--- src/rtl/uart_pkg.sv ---
// Shared UART definitions: default frame constants and the receiver state encoding.
package uart_pkg;

    localparam int unsigned UART_DATA_BITS  = 8;
    localparam int unsigned UART_OVERSAMPLE = 16;

    typedef enum logic [1:0] {
        RxIdle,
        RxStart,
        RxData,
        RxStop
    } rx_state_t;

endpackage

--- src/rtl/sync_ff.sv ---
// Multi-stage flip-flop synchronizer for a single asynchronous bit.
// Every stage resets to RESET_VAL so an idle-high line looks idle straight out of reset.
module sync_ff #(
    parameter int unsigned STAGES    = 2,
    parameter logic        RESET_VAL = 1'b1
) (
    input  logic clk,
    input  logic reset,
    input  logic i_d,
    output logic o_q
);

    logic [STAGES-1:0] r_sync;

    // Shift the input through the chain; the shift form also works for a single stage.
    always_ff @(posedge clk) begin
        if (reset) begin
            r_sync <= {STAGES{RESET_VAL}};
        end else begin
            r_sync <= (r_sync << 1) | STAGES'(i_d);
        end
    end

    assign o_q = r_sync[STAGES-1];

endmodule

--- src/rtl/uart_rx.sv ---
// Oversampling UART receiver: 1 start bit, DATA_BITS data bits (LSB first), 1 stop bit.
// All state advances only on rx_tick; the line is sampled at the middle of each bit.
module uart_rx
    import uart_pkg::*;
#(
    parameter int unsigned DATA_BITS   = UART_DATA_BITS,
    parameter int unsigned OVERSAMPLE  = UART_OVERSAMPLE,
    parameter int unsigned SYNC_STAGES = 2
) (
    input  logic                 clk,
    input  logic                 reset,
    input  logic                 rx_tick,
    input  logic                 rx,
    output logic [DATA_BITS-1:0] data_out,
    output logic                 data_valid,
    output logic                 framing_error,
    output logic                 busy
);

    localparam int unsigned TW = $clog2(OVERSAMPLE);
    localparam int unsigned BW = $clog2(DATA_BITS + 1);

    // Half a bit into the start bit, and a full bit period for data/stop bits.
    localparam logic [TW-1:0] TICK_HALF = TW'(OVERSAMPLE / 2 - 1);
    localparam logic [TW-1:0] TICK_LAST = TW'(OVERSAMPLE - 1);
    localparam logic [BW-1:0] BIT_LAST  = BW'(DATA_BITS - 1);

    logic                 w_rx_s;

    rx_state_t            r_state,    w_state_d;
    logic [TW-1:0]        r_tick_cnt, w_tick_cnt_d;
    logic [BW-1:0]        r_bit_cnt,  w_bit_cnt_d;
    logic [DATA_BITS-1:0] r_shift,    w_shift_d;
    logic [DATA_BITS-1:0] r_data,     w_data_d;
    logic                 r_valid,    w_valid_d;
    logic                 r_ferr,     w_ferr_d;
    logic                 r_rx_prev,  w_rx_prev_d;

    sync_ff #(
        .STAGES    (SYNC_STAGES),
        .RESET_VAL (1'b1)
    ) u_sync (
        .clk   (clk),
        .reset (reset),
        .i_d   (rx),
        .o_q   (w_rx_s)
    );

    // Next-state logic; everything holds unless this cycle carries a tick.
    always_comb begin
        w_state_d    = r_state;
        w_tick_cnt_d = r_tick_cnt;
        w_bit_cnt_d  = r_bit_cnt;
        w_shift_d    = r_shift;
        w_data_d     = r_data;
        w_valid_d    = 1'b0;
        w_ferr_d     = 1'b0;
        w_rx_prev_d  = r_rx_prev;

        if (rx_tick) begin
            // Tracking the line on every tick means a held-low break never looks like an edge.
            w_rx_prev_d = w_rx_s;

            unique case (r_state)
                RxIdle: begin
                    if (!w_rx_s && r_rx_prev) begin
                        w_state_d    = RxStart;
                        w_tick_cnt_d = '0;
                    end
                end

                RxStart: begin
                    if (r_tick_cnt == TICK_HALF) begin
                        w_tick_cnt_d = '0;
                        if (!w_rx_s) begin
                            w_state_d   = RxData;
                            w_bit_cnt_d = '0;
                        end else begin
                            // Glitch shorter than half a bit: drop it silently.
                            w_state_d = RxIdle;
                        end
                    end else begin
                        w_tick_cnt_d = r_tick_cnt + 1'b1;
                    end
                end

                RxData: begin
                    if (r_tick_cnt == TICK_LAST) begin
                        w_tick_cnt_d = '0;
                        w_shift_d    = {w_rx_s, r_shift[DATA_BITS-1:1]};
                        if (r_bit_cnt == BIT_LAST) begin
                            w_state_d   = RxStop;
                            w_bit_cnt_d = '0;
                        end else begin
                            w_bit_cnt_d = r_bit_cnt + 1'b1;
                        end
                    end else begin
                        w_tick_cnt_d = r_tick_cnt + 1'b1;
                    end
                end

                RxStop: begin
                    if (r_tick_cnt == TICK_LAST) begin
                        w_tick_cnt_d = '0;
                        // The word is published even on a bad stop bit.
                        w_data_d     = r_shift;
                        w_valid_d    = w_rx_s;
                        w_ferr_d     = !w_rx_s;
                        w_state_d    = RxIdle;
                    end else begin
                        w_tick_cnt_d = r_tick_cnt + 1'b1;
                    end
                end

                default: begin
                    w_state_d    = RxIdle;
                    w_tick_cnt_d = '0;
                    w_bit_cnt_d  = '0;
                end
            endcase
        end
    end

    // State and output registers; reset wins over any tick in the same cycle.
    always_ff @(posedge clk) begin
        if (reset) begin
            r_state    <= RxIdle;
            r_tick_cnt <= '0;
            r_bit_cnt  <= '0;
            r_shift    <= '0;
            r_data     <= '0;
            r_valid    <= 1'b0;
            r_ferr     <= 1'b0;
            r_rx_prev  <= 1'b1;
        end else begin
            r_state    <= w_state_d;
            r_tick_cnt <= w_tick_cnt_d;
            r_bit_cnt  <= w_bit_cnt_d;
            r_shift    <= w_shift_d;
            r_data     <= w_data_d;
            r_valid    <= w_valid_d;
            r_ferr     <= w_ferr_d;
            r_rx_prev  <= w_rx_prev_d;
        end
    end

    assign data_out      = r_data;
    assign data_valid    = r_valid;
    assign framing_error = r_ferr;
    assign busy          = (r_state != RxIdle);

endmodule

--- config.mk ---
export PLATFORM = sky130hd
export DESIGN_NAME = uart_rx
export DESIGN_NICKNAME = d
export VERILOG_FILES = /design/src/rtl/uart_pkg.sv /design/src/rtl/sync_ff.sv /design/src/rtl/uart_rx.sv
export SDC_FILE = /design/constraint.sdc
export NUM_CORES = 1
export LEC_CHECK = 0
export CAP_MARGIN = 40
export CORE_UTILIZATION = 35
export CTS_CLUSTER_DIAMETER = 60
export CTS_CLUSTER_SIZE = 28
export DETAILED_ROUTE_END_ITERATION = 8
export GPL_TIMING_DRIVEN = 1
export PLACE_DENSITY = 0.59
export SETUP_SLACK_MARGIN = 0.5
export SLEW_MARGIN = 5
export SYNTH_ARGS = -nofsm -noshare
export SYNTH_HDL_FRONTEND = slang
export SYNTH_HIERARCHICAL = 1
export SYNTH_SLANG_ARGS = --single-unit
--- constraint.sdc ---
create_clock -name clk -period 2.1 [get_ports clk]
set_clock_uncertainty 0.15 [all_clocks]
set_input_delay 0.21 -clock clk [delete_from_list [all_inputs] [get_ports clk]]
set_output_delay 0.21 -clock clk [all_outputs]
set_load 0.02 [all_outputs]
==> results of run 1 <==
metrics by stage:
stage	worst slack [ns]	instance area, um^2	instances
6_report	0.508	1600	200
5_1_grt	0.447	1600	200
4_1_cts	0.436	1540	199
3_5_place_dp	0.254	1460	188
3_3_place_gp	0.267	1460	188
2_1_floorplan	0.514	1280	132
cells by family (layout without fill, tap and decap cells):
group	Yosys count	after routing	share of synthesized area
AND/OR/NAND/NOR	51	52	0.199
XOR/XNOR	1	1	0.0129
AO/OA/AOI/OAI	19	19	0.0982
adder cells (fa/ha/maj)	2	2	0.0198
flip-flops	31	31	0.492
multiplexers	17	17	0.135
buffers and inverters	11	32	0.0426
area by class of cell:
type / instances / area [um^2]
Clock buffer: 7 / 45.0
Inverter: 4 / 15.0
Tap cell: 46 / 57.6
Timing Repair Buffer: 20 / 175
Multi-Input combinational cell: 91 / 661
Sequential cell: 31 / 637
Clock inverter: 1 / 5.00
Fill cell: 347 / 1790
critical path: cells and delay by family, from the launching register on:
| kind | cells | cell delay (ns) |
|---|---|---|
| flops | 1 | 0.48 |
| compound gates | 1 | 0.13 |
| simple gates | 3 | 0.76 |
cells in the final DEF (no fill, tap or decap), types with 3 or more instances in the layout:
cell type / synthesis / layout
nor2b_1: 4 / 4
nor3_1: 4 / 4
o21ai_0: 4 / 4
dlygate4sd2_1: 0 / 11
buf_4: 1 / 5
nand2_1: 4 / 3
clkbuf_4: 0 / 5
inv_1: 4 / 4
dfxtp_2: 0 / 4
nor2_1: 24 / 23
dfxtp_1: 31 / 24
clkdlybuf4s50_1: 0 / 3
mux2i_1: 17 / 17
a21oi_1: 5 / 5
dfxtp_4: 0 / 3
power by group through the flow:
| stage | combinational (mW) | clock (mW) | sequential [mW] |
|---|---|---|---|
| after floorplan | 0.0229 | 0 | 0.609 |
| after global placement | 0.0355 | 0 | 0.612 |
| after detailed placement | 0.0370 | 0 | 0.612 |
| after CTS | 0.0385 | 0.342 | 0.596 |
| after global routing | 0.0432 | 0.368 | 0.597 |
| final | 0.0390 | 0.327 | 0.595 |
cell usage after synthesis (2+ instances only):
| cell | count | area, um^2 |
|---|---|---|
| a21oi_1 | 5 | 25.0 |
| a22oi_1 | 2 | 15.0 |
| a41oi_1 | 2 | 17.5 |
| and3_1 | 2 | 12.5 |
| clkbuf_1 | 4 | 15.0 |
| dfxtp_1 | 31 | 621 |
| ha_1 | 2 | 25.0 |
| inv_1 | 4 | 15.0 |
| mux2i_1 | 17 | 170 |
| nand2_1 | 4 | 15.0 |
| nand3_1 | 2 | 10.0 |
| nand3b_1 | 2 | 15.0 |
| nor2_1 | 24 | 90.1 |
| nor2b_1 | 4 | 25.0 |
| nor3_1 | 4 | 20.0 |
| o21ai_0 | 4 | 20.0 |
| or2_1 | 2 | 12.5 |
layer usage:
metal	share of wire	routed length, um	track usage
met5	0	0	0
met4	0.013	36	0.0762
met3	0.037	102	0.0642
met2	0.48	1320	0.248
met1	0.46	1270	0.184
path summary, 6_finish.rpt:
check,from,end,slack [ns],depth (start not counted)
max,r_tick_cnt[2],r_bit_cnt[0],0.51,4
min,u_sync/r_sync[0],u_sync/r_sync[1],0.27,1
min reg2reg,u_sync/r_sync[0],u_sync/r_sync[1],0.27,1
max reg2reg,r_tick_cnt[2],r_bit_cnt[0],0.51,4
sequential cells by signal, summed over array words and instances (netlist names), named ones only:
name           cells
data_out           8
data_valid         1
framing_error      1
r_bit_cnt          4
r_rx_prev          1
r_shift            8
r_state            1
r_tick_cnt         4
u_sync/r_sync      2
timing repair:
action                     in CTS  in global routing
pin swaps                       4                  2
gates cloned                    0                  1
setup buffers                   3                  0
setup endpoints to repair      24                 18
resized for setup              19                 10
==> impl_metrics.tcl, run 1 <==
set metrics [dict create \
    relSlewSlack 0.611 \
    clock_latency_ns 0.33 \
    rsz0062_at_grt "yes" \
    layout.nets 159 \
    grt_pass1_wl_um 4200 \
    internal_power_mw 0.737 \
    criticalPathCategory "reg -> reg" \
    crit_path_end_kind "flip-flop" \
    holdCritPathClass "reg -> reg" \
    ys.flop_type "dfxtp_1" \
    start_kind "flip-flop" \
    p_sw_frac 0.234 \
    cts.sinks 31 \
    min_period_over_period 0.758 \
    synth.yosys.seq_area_share 0.492 \
    hold-worst-slack_ns 0.270 \
    grt_overflow 0 \
    synthCells 132 \
    ant_nets 0 \
    async_flop_share 0 \
    fp.dieH_um 62.0 \
    synth-edff-count 0 \
    power_per_cell_area_mw_per_mm2 603 \
    synth_warnings 6 \
    arrival_ns 1.69 \
    num_vias 1008 \
    cts_tree "done" \
    fp-row-count 21 \
    htreeDepth 2 \
    setup_violations 0 \
    clk_path_buf_depth 2 \
    antenna_found_initial 0 \
    num_antenna_cells 0 \
    syn-num-nets 138 \
    place_congestion 0.713 \
    drt-wirelength-per-cell_um 13.7 \
    fmaxAchievable_mhz 628 \
    grt_use_total 0.157 \
    die_area_mm2 0.00385 \
    cts_hold_buf 0 \
    p_total_mw 0.962 \
    avgSynthCellArea_um2 9.55 \
    ir_worst_vdd_mv 0.275 \
    cap_violations 0 \
    tightest_slew_ns 0.581 \
    cpMaxStageDelayCell "dfxtp_1" \
    io_buffers 14 \
    outcome "completed" \
    drtPass1Iterations 4 \
    grt_max_degree 17 \
    seq_power_share 0.619 \
    path_clk_slew_ns 0.09 \
    slowest_delay_ns 0.48 \
    p_sw_mw 0.225 \
    power_leakage_nw 0.673 \
    cts-root-buf "clkbuf_4" \
    cts_made_buffers 5 \
    hold_viol 0 \
    ys_seq_elements 31 \
    drc_errors 0 \
    cp_cell_sequence "and3_4, nand2_2, or4_1, a21oi_1" \
    worst_ep_required_time_ns 2.20 \
    finalSetupTns_ns 0 \
    synth_cell_types 34 \
    start_util 0.372 \
    final_layout_size_suffix_gt1_frac 0.188 \
    io_pins 15 \
    post-route-util 0.471 \
    critPathMaxFanout 7 \
    period_needed_ns 1.59 \
    viasPerCell 5.04 \
    die_w_um 62.0 \
    drt-initial-drc-count 60 \
    core_mm2 0.00339 \
    drt-total-wl_um 2730 \
    dp_hpwl_um 1650 \
    syn_to_final_growth_pct 26.5 \
    p_comb_frac 0.041 \
    syn_area_mm2 0.00126 \
    grt_pass1_vias 961 \
    report.final.slew_viol_count 0 \
    clkPwrFrac 0.340 \
]
(Power assumes the default switching activity.)
==> inputs of run 2 (changes only) <==
--- a/config.mk
+++ b/config.mk
@@ -11,7 +11,7 @@
 export CTS_CLUSTER_SIZE = 28
 export DETAILED_ROUTE_END_ITERATION = 8
 export GPL_TIMING_DRIVEN = 1
-export PLACE_DENSITY = 0.59
+export PLACE_DENSITY = 0.61
 export SETUP_SLACK_MARGIN = 0.5
 export SLEW_MARGIN = 5
 export SYNTH_ARGS = -nofsm -noshare
==> constraint.sdc (replaced) <==
create_clock -name clk -period 1.4 [get_ports clk]
set_clock_uncertainty 0.15 [all_clocks]
set_input_delay 0.14 -clock clk [delete_from_list [all_inputs] [get_ports clk]]
set_output_delay 0.14 -clock clk [all_outputs]
set_load 0.02 [all_outputs]
==> run 2 against run 1 <==
  * The flow now finishes with violations (setup timing)
  * Register-to-register slack got worse by 0.69 ns
  * Critical endpoint unchanged
  * Die area unchanged
  * Worst hold slack worse by 0.047 ns
  * Fmax is 0.86% higher
  * Sequential power grew 51%
  * Non-clock buffer count up 20
  * Power up 56%
==> impl_metrics.tcl, run 2 (same netlist as run 1, synthesis figures left out) <==
set metrics [dict create \
    violations "setup timing" \
    drt-wirelength-per-cell_um 12.6 \
    io_pins 15 \
    htreeDepth 2 \
    cap_violations 0 \
    start_kind "flip-flop" \
    fp.dieH_um 62.0 \
    cts_hold_buf 0 \
    p_sw_mw 0.331 \
    fillCellCount 290 \
    final_layout_size_suffix_gt1_frac 0.462 \
    io_buffers 14 \
    crit_path_end_kind "flip-flop" \
    place_congestion 0.829 \
    power_per_cell_area_mw_per_mm2 805 \
    dp_hpwl_um 1830 \
    p_sw_frac 0.220 \
    p_comb_frac 0.065 \
    layout.nets 179 \
    worst_slack_ns -0.178 \
    grt_pass1_wl_um 4240 \
    fmaxAchievable_mhz 634 \
    worst_ep_required_time_ns 1.49 \
    fp-row-count 21 \
    cts.sinks 31 \
    layout_common_cells "nor2_1, mux2i_1, dfxtp_2, buf_6, buf_4" \
    grt_overflow 0 \
    grt_max_degree 17 \
    clock_latency_ns 0.32 \
    die_area_mm2 0.00385 \
    internal_power_mw 1.17 \
    seq_power_share 0.596 \
    ant_nets 0 \
    viasPerCell 4.94 \
    power_leakage_nw 0.792 \
    num_antenna_cells 0 \
    drc_errors 0 \
    core_mm2 0.00339 \
    holdCritPathClass "in -> reg" \
    arrival_ns 1.66 \
    tightest_slew_ns 0.302 \
    grt_pass1_vias 945 \
    outcome "finished with violations" \
    period_needed_ns 1.58 \
    die_w_um 62.0 \
    clkPwrFrac 0.339 \
    drtPass1Iterations 4 \
    antenna_found_initial 0 \
    p_total_mw 1.50 \
    place_ws_ns -0.304 \
    clk_path_buf_depth 2 \
    rsz0062_at_grt "yes" \
    criticalPathCategory "reg -> reg" \
    drt-initial-drc-count 30 \
    cts-root-buf "clkbuf_4" \
    layout_commonest_cell "nor2_1" \
    start_util 0.372 \
    num_vias 1081 \
    setup_violations 25 \
    cts_tree "done" \
    min_period_over_period 1.13 \
    ir_worst_vdd_mv 0.509 \
    report.final.slew_viol_count 0 \
    syn_to_final_growth_pct 48.1 \
    cts_made_buffers 5 \
    hold_viol 0 \
    path_clk_slew_ns 0.09 \
    critPathMaxFanout 6 \
    relSlewSlack 0.799 \
    drt-total-wl_um 2750 \
    grt_use_total 0.155 \
]
run 2: changes by cell type in the layout (fill, tap and decap cells not counted), sizes merged:
cell,previous run,this run
clkdlybuf4s50,3,1
dlygate4sd2,11,2
buf,6,36
run 2: area by class of cell:
type,count,area (um^2),area share
timing repair buffer,40,392,0.210
clock buffer,6,51.3,0.0275
tap,46,57.6,0.0308
multi-input combinational,91,702,0.376
sequential,31,646,0.346
clock inverter,1,5.00,0.00268
inverter,4,15.0,0.00804
run 2: power groups by stage:
stage / Sequential [mW] / Clock, mW / Combinational, mW
CTS: 0.899 / 0.531 / 0.0808
global route: 0.898 / 0.565 / 0.106
finish: 0.896 / 0.511 / 0.0977
floorplan: 0.913 / 0 / 0.0426
detailed placement: 0.918 / 0 / 0.0818
global placement: 0.918 / 0 / 0.0803
run 2: through the flow:
step                cell area [um^2]  utilization  hold WS, ns  TNS [ns]  instances
floorplan                       1350            -       0.0871     -1.34        132
global placement                1670        0.494        0.248     -5.83        207
detailed placement              1670        0.494        0.247     -6.37        207
CTS                             1780        0.526        0.229     -2.13        216
global route                    1870        0.551        0.256     -4.31        219
finish                          1870        0.551        0.224     -2.47        219
run 2: critical path, stage by stage, from the launching register on:
cell and delay (ns):
dfxtp_2 0.35, buf_6 0.12, xnor2_4 0.24, nand2_2 0.08
or4_1 0.39, a21oi_1 0.16
run 2: per-layer routing:
metal | part of all wire | GRT usage | vias to the layer above | routed length, um
li1 | - | - | 545 | -
met1 | 0.48 | 0.202 | 516 | 1320
met2 | 0.48 | 0.237 | 16 | 1310
met3 | 0.029 | 0.0518 | 4 | 81
met4 | 0.013 | 0.0571 | 0 | 35
met5 | 0 | 0 | - | 0
run 2: timing repair:
item / CTS / global route
resized for setup: 86 / 17
cloned: 1 / 0
endpoints found under the setup margin: 42 / 40
pin swaps: 5 / 8
setup buffers: 1 / 3
run 2: final timing paths:
| kind | start | end | slack [ns] | cells after the start |
|---|---|---|---|---|
| worst min-delay path | reset | r_rx_prev | 0.22 | 2 |
| worst min register to register | u_sync/r_sync[0] | u_sync/r_sync[1] | 0.27 | 1 |
| worst max-delay path | flip-flop | r_bit_cnt[0] | -0.18 | 5 |
| worst max register to register | flip-flop | r_bit_cnt[0] | -0.18 | 5 |
